### src/rtl/pipe_ctrl_pkg.sv
// Shared types and constants for the 5-stage pipeline sequencing controller.
// Used by pipe_ctrl (top) and stall_merge.
package pipe_ctrl_pkg;

   typedef enum logic [1:0] {
      IDLE    = 2'd0,
      RUN     = 2'd1,
      IO_WAIT = 2'd2
   } state_e;

   localparam int NSTAGE  = 5;
   localparam int STG_IF  = 0;
   localparam int STG_ID  = 1;
   localparam int STG_EX  = 2;
   localparam int STG_MEM = 3;
   localparam int STG_WB  = 4;

   // A branch flush must wait while EX or MEM is holding; it would otherwise be lost.
   function automatic logic ex_or_above(input logic [NSTAGE-2:0] req);
      return req[STG_EX] | req[STG_MEM];
   endfunction

endpackage

### src/rtl/pipe_ctrl_stall_merge.sv
// Combinational request-to-stall/flush priority encoder: the highest requesting
// stage holds itself and everything upstream, and a bubble is inserted just below.
module stall_merge
   import pipe_ctrl_pkg::*;
(
   input  logic [NSTAGE-2:0] req,
   input  logic              br_flush,
   output logic [NSTAGE-1:0] stall,
   output logic [NSTAGE-1:0] flush
);

   logic hit;

   // NOTE: every signal written in always_comb gets a default first, so no path leaves it unassigned and no latch is inferred.
   always_comb begin
      stall = '0;
      flush = '0;
      hit   = 1'b0;
      for (int i = NSTAGE-2; i >= 0; i--) begin
         if (req[i] && !hit) flush[i+1] = 1'b1;
         hit      = hit | req[i];
         stall[i] = hit;
      end
      flush[STG_IF] = flush[STG_IF] | br_flush;
      flush[STG_ID] = flush[STG_ID] | br_flush;
   end

endmodule

### src/rtl/pipe_ctrl.sv
// Pipeline sequencing controller: start debounce, stall/flush merge, deferred
// branch flush and IO wait with timeout. Optional single-step mode: PIPE_CTRL_STEP_EN.
module pipe_ctrl
   import pipe_ctrl_pkg::*;
#(
   parameter int ENTER_HOLD = 4,
   parameter int IO_TIMEOUT = 16
) (
   input  logic              clk,
   input  logic              rst_n,
   input  logic              enter,
   input  logic              stall_req_if,
   input  logic              stall_req_id,
   input  logic              stall_req_ex,
   input  logic              stall_req_mem,
   input  logic              stall_req_io,
   input  logic              io_done,
   input  logic              flush_req,
   output logic [NSTAGE-1:0] stall,
   output logic [NSTAGE-1:0] flush,
   output logic              running,
   output logic              io_timeout
);

   localparam int             IOW       = $clog2(IO_TIMEOUT + 1);
   localparam logic [7:0]     HOLD_LAST = 8'(ENTER_HOLD - 1);
   localparam logic [IOW-1:0] IO_LAST   = IOW'(IO_TIMEOUT - 1);

   state_e           state_q, state_d;
   logic [7:0]       hold_q, hold_d;
   logic [IOW-1:0]   io_cnt_q, io_cnt_d;
   logic             pend_q, pend_d;
   logic             io_timeout_q, io_timeout_d;
   logic             running_q, running_d;

   logic [NSTAGE-2:0] req;
   logic [NSTAGE-1:0] m_stall, m_flush;
   logic              advance;
   logic              ex_mem_stall;
   logic              br_pending;
   logic              br_apply;

`ifdef PIPE_CTRL_STEP_EN
   logic enter_prev_q, enter_prev_d;
   logic step_q, step_d;

   always_comb begin
      enter_prev_d = enter;
      step_d       = enter & ~enter_prev_q;
   end

   always_ff @(posedge clk or negedge rst_n) begin
      if (!rst_n) begin
         enter_prev_q <= 1'b0;
         step_q       <= 1'b0;
      end else begin
         enter_prev_q <= enter_prev_d;
         step_q       <= step_d;
      end
   end

   assign advance = step_q;
`else
   assign advance = 1'b1;
`endif

   assign req          = {stall_req_mem, stall_req_ex, stall_req_id, stall_req_if};
   assign ex_mem_stall = ex_or_above(req);
   assign br_pending   = flush_req | pend_q;
   // Kept outside the FSM block so the merge output never feeds back into its own input.
   assign br_apply     = (state_q == RUN) & advance & ~stall_req_io & br_pending & ~ex_mem_stall;

   stall_merge u_merge (
      .req      (req),
      .br_flush (br_apply),
      .stall    (m_stall),
      .flush    (m_flush)
   );

   always_comb begin
      state_d      = state_q;
      hold_d       = hold_q;
      io_cnt_d     = io_cnt_q;
      pend_d       = pend_q;
      io_timeout_d = io_timeout_q;
      stall        = '1;
      flush        = '0;

      case (state_q)
         IDLE: begin
            if (!enter) begin
               hold_d = '0;
            end else if (hold_q == HOLD_LAST) begin
               hold_d  = '0;
               state_d = RUN;
            end else begin
               hold_d = hold_q + 8'd1;
            end
         end

         RUN: begin
            if (advance) begin
               if (stall_req_io) begin
                  state_d  = IO_WAIT;
                  io_cnt_d = '0;
                  pend_d   = br_pending;
               end else begin
                  stall = m_stall;
                  flush = m_flush;
                  if (br_pending) pend_d = ex_mem_stall;
               end
            end
         end

         IO_WAIT: begin
            if (io_done) begin
               io_cnt_d = '0;
               state_d  = RUN;
            end else if (io_cnt_q == IO_LAST) begin
               io_cnt_d     = '0;
               io_timeout_d = 1'b1;
               state_d      = RUN;
            end else begin
               io_cnt_d = io_cnt_q + 1'b1;
            end
         end

         default: state_d = IDLE;
      endcase

      running_d = (state_d != IDLE);
   end

   // NOTE: sequential state uses non-blocking assignments so every flop samples pre-edge values.
   always_ff @(posedge clk or negedge rst_n) begin
      if (!rst_n) begin
         state_q      <= IDLE;
         hold_q       <= '0;
         io_cnt_q     <= '0;
         pend_q       <= 1'b0;
         io_timeout_q <= 1'b0;
         running_q    <= 1'b0;
      end else begin
         state_q      <= state_d;
         hold_q       <= hold_d;
         io_cnt_q     <= io_cnt_d;
         pend_q       <= pend_d;
         io_timeout_q <= io_timeout_d;
         running_q    <= running_d;
      end
   end

   assign running    = running_q;
   assign io_timeout = io_timeout_q;

endmodule
### config.mk
export PLATFORM = sky130hd
export DESIGN_NAME = pipe_ctrl
export DESIGN_NICKNAME = d
export VERILOG_FILES = /design/src/rtl/pipe_ctrl_pkg.sv /design/src/rtl/pipe_ctrl_stall_merge.sv /design/src/rtl/pipe_ctrl.sv
export SDC_FILE = /design/constraint.sdc
export NUM_CORES = 1
export LEC_CHECK = 0
export CORE_UTILIZATION = 50
export DETAILED_ROUTE_END_ITERATION = 6
export HOLD_SLACK_MARGIN = 0.03
export PLACE_DENSITY = 0.8
export SYNTH_ARGS = -nofsm -noshare
export SYNTH_HDL_FRONTEND = slang
export SYNTH_HIERARCHICAL = 1
export SYNTH_SLANG_ARGS = --single-unit
export TNS_END_PERCENT = 1
### constraint.sdc
create_clock -name clk -period 3.34 [get_ports clk]
set_input_delay 0.334 -clock clk [delete_from_list [all_inputs] [get_ports clk]]
set_output_delay 0.334 -clock clk [all_outputs]
set_load 0.005 [all_outputs]
==> flow_summary.yaml <==
setup_path:
  path_class: "flip-flop to output pin"
  crit_top_cell: "nor2b_1"
  cpMaxStageDelayCell: "nor2b_1"
  endpoint_kind: "output pin"
  crit_required_ps: 3010
  startpoint_type: "flip-flop"
  cp.buffers_inverters: 1
  cp.arrival_ps: 2360
  crit_fanout: 11
  cpLargestDelayFamily: "simple AND/OR/NAND/NOR gates"
  path_cells: "nor2b_1, nor2b_1, and2_1, clkdlybuf4s50_1"
  slowest_delay_ps: 560
route:
  drc: 0
  dr_total_vias: 914
  wire_per_inst_um: 12.5
  wl_mm: 2.09
  dr.pass1.iters: 4
  drt_iter0_drc: 11
  postRouteAntennaNets: 0
  via_per_inst: 5.47
clock_network:
  cts_setup_buffers: 0
  tritoncts: "built"
  cts_buffer_depth: 2
  numCtsBuffers: 3
  clock-root-buffer: "clkbuf_4"
  cts_hold_buffers: 0
  cts-resized-gates: 0
  htree_levels: 1
  cts.sink_count: 18
  clkTransAtPathRegs_ps: 100
  clk_latency_ps: 290
finish:
  mostFrequentLayoutCell: "clkdlybuf4s50_1"
  nets: 153
  final_cell_mix: "clkdlybuf4s50_1 (21), dfrtp_1 (18), o21ai_0 (11), nand2_1 (11), nand2b_1 (9)"
  ff_latch_area_um2: 450
  area_growth_pct: 21.4
  n_antenna_cell: 0
  multi_input_area_um2: 587
  num-fill-cells: 183
  drive_gt1_share_pct: 10.0
floorplanning:
  fp.dieArea_mm2: 0.00239
  core.rowCount: 16
  fp.dieH_um: 48.9
  die_x_um: 48.9
  core-area_mm2: 0.00202
  ios: 22
  initial_utilization_pct: 54.5
timing:
  post-route-min-period_ps: 2690
  rsz0062_at_grt: "false"
  hold_viol_final: 0
  slew_headroom_pct: 47.5
  min_period_over_period_pct: 80.6
  worst_pin_slew_ps: 784
  max_freq_ghz: 0.371
  holdWs_ps: 479
  setup_violations: 0
  slew_violations: 0
  finalSetupTns_ps: 0
  setup_slack_ps: 648
  clock_skew_ps: 2.44
synth:
  ys_seq_area_share_pct: 40.9
  synth_edf_count: 0
  synth_area_per_cell_um2: 9.03
  ys_warn_count: 6
  synth_top_flop_cell: "dfrtp_1"
  ys_async_sr_fraction_pct: 100
  ys_ff_latch: 18
  syn-instance-count: 122
  syn_area_mm2: 0.00110
  ys_types: 38
  syn_nets: 134
placed_design:
  hpwl_mm: 1.60
  dp_slack_ps: 961
  gp_congestion: 0.846
  io_buffers: 21
power_and_ir_drop:
  vdd_ir_drop_max_uv: 351
  p_leak_uw: 0.000592
  p_per_area_mw_per_mm2: 544
status:
  status: "finished, final reports clean"
grt:
  grt_overflow: 0
  grt_pass1_vias: 878
  grt_pass1_wl_mm: 3.71
  antenna_found_initial: 0
  track_usage_pct: 20.0
  grt_max_degree: 19
min_path:
  holdCritPathClass: "flip-flop to flip-flop"
job:
  drv_cap: 0
[registers in the layout, summed over array words and instances (netlist names)]
register,cells
hold_q,8
io_cnt_q,5
io_timeout,1
pend_q,1
running,1
state_q,2
[synthesized netlist by cell type (2+ instances only)]
cell type	n	area, µm²
a21o_1	3	22.5
inv_1	5	18.8
nor2b_1	7	43.8
nand2_1	11	41.3
nand3_1	4	20.0
nand4_1	2	12.5
o21ai_0	11	55.1
or3_1	2	12.5
xnor2_1	2	17.5
nor2_2	2	12.5
clkbuf_1	2	7.51
and2_1	6	37.5
nand2b_1	9	56.3
nor2_1	7	26.3
dfrtp_1	18	450
a21oi_1	4	20.0
buf_4	5	37.5
ha_1	2	25.0
[final timing paths]
path | startpoint | endpoint | slack (ps) | cells after the start
worst max-delay path | state_q[0]$_DFF_PN0_ | flush[3] | 650 | 4
worst min-delay path | io_timeout$_DFFE_PN0P_ | io_timeout$_DFFE_PN0P_ | 480 | 1
worst max register to register | hold_q[0]$_DFFE_PN0P_ | hold_q[5]$_DFFE_PN0P_ | 1500 | 5
worst min register to register | io_timeout$_DFFE_PN0P_ | io_timeout$_DFFE_PN0P_ | 480 | 1
max in group asynchronous | rst_n | io_cnt_q[3]$_DFFE_PN0P_ | 2360 | 1
min in group asynchronous | rst_n | hold_q[2]$_DFFE_PN0P_ | 490 | 1
[metrics by stage]
stage / area, µm² / power, µW / util [%] / cells
floorplan: 1100 / 512 / - / 122
global placement: 1300 / 585 / 64.3 / 163
detailed placement: 1300 / 595 / 64.3 / 163
CTS: 1340 / 731 / 66.1 / 167
global route: 1340 / 784 / 66.1 / 167
finish: 1340 / 727 / 66.1 / 167
[area by class of cell]
| type | instances | area share [%] |
|---|---|---|
| Inverter | 5 | 1.40 |
| Timing Repair Buffer | 21 | 15.7 |
| Tap cell | 27 | 2.53 |
| Sequential cell | 18 | 33.7 |
| Clock buffer | 4 | 2.72 |
| Multi-Input combinational cell | 92 | 43.9 |
[per-layer routing]
metal | vias to the layer above | track usage (%) | share of wire, %
met3 | 2 | 2.80 | 2.2
met5 | - | 0 | 0
met4 | 0 | 8.82 | 0.48
li1 | 445 | - | -
met1 | 455 | 24.0 | 46
met2 | 12 | 35.4 | 51
[cells by family (layout without fill, tap and decap cells)]
family,after synthesis,count (layout),share of synthesized area [%]
buffers and inverters,12,30,5.80
other,1,1,0.341
AOI/OAI and AO/OA,26,26,16.5
adders and majority gates,2,2,2.27
and+or+nand+nor,60,60,31.8
xor gates and xnor gates,3,3,2.39
DFF,18,18,40.9
[power breakdown]
part	switching, µW	internal [µW]
clock network	68.5	66.3
registers	53.1	267
logic	148	124
Note: power is estimated with default switching activity, not from simulation.
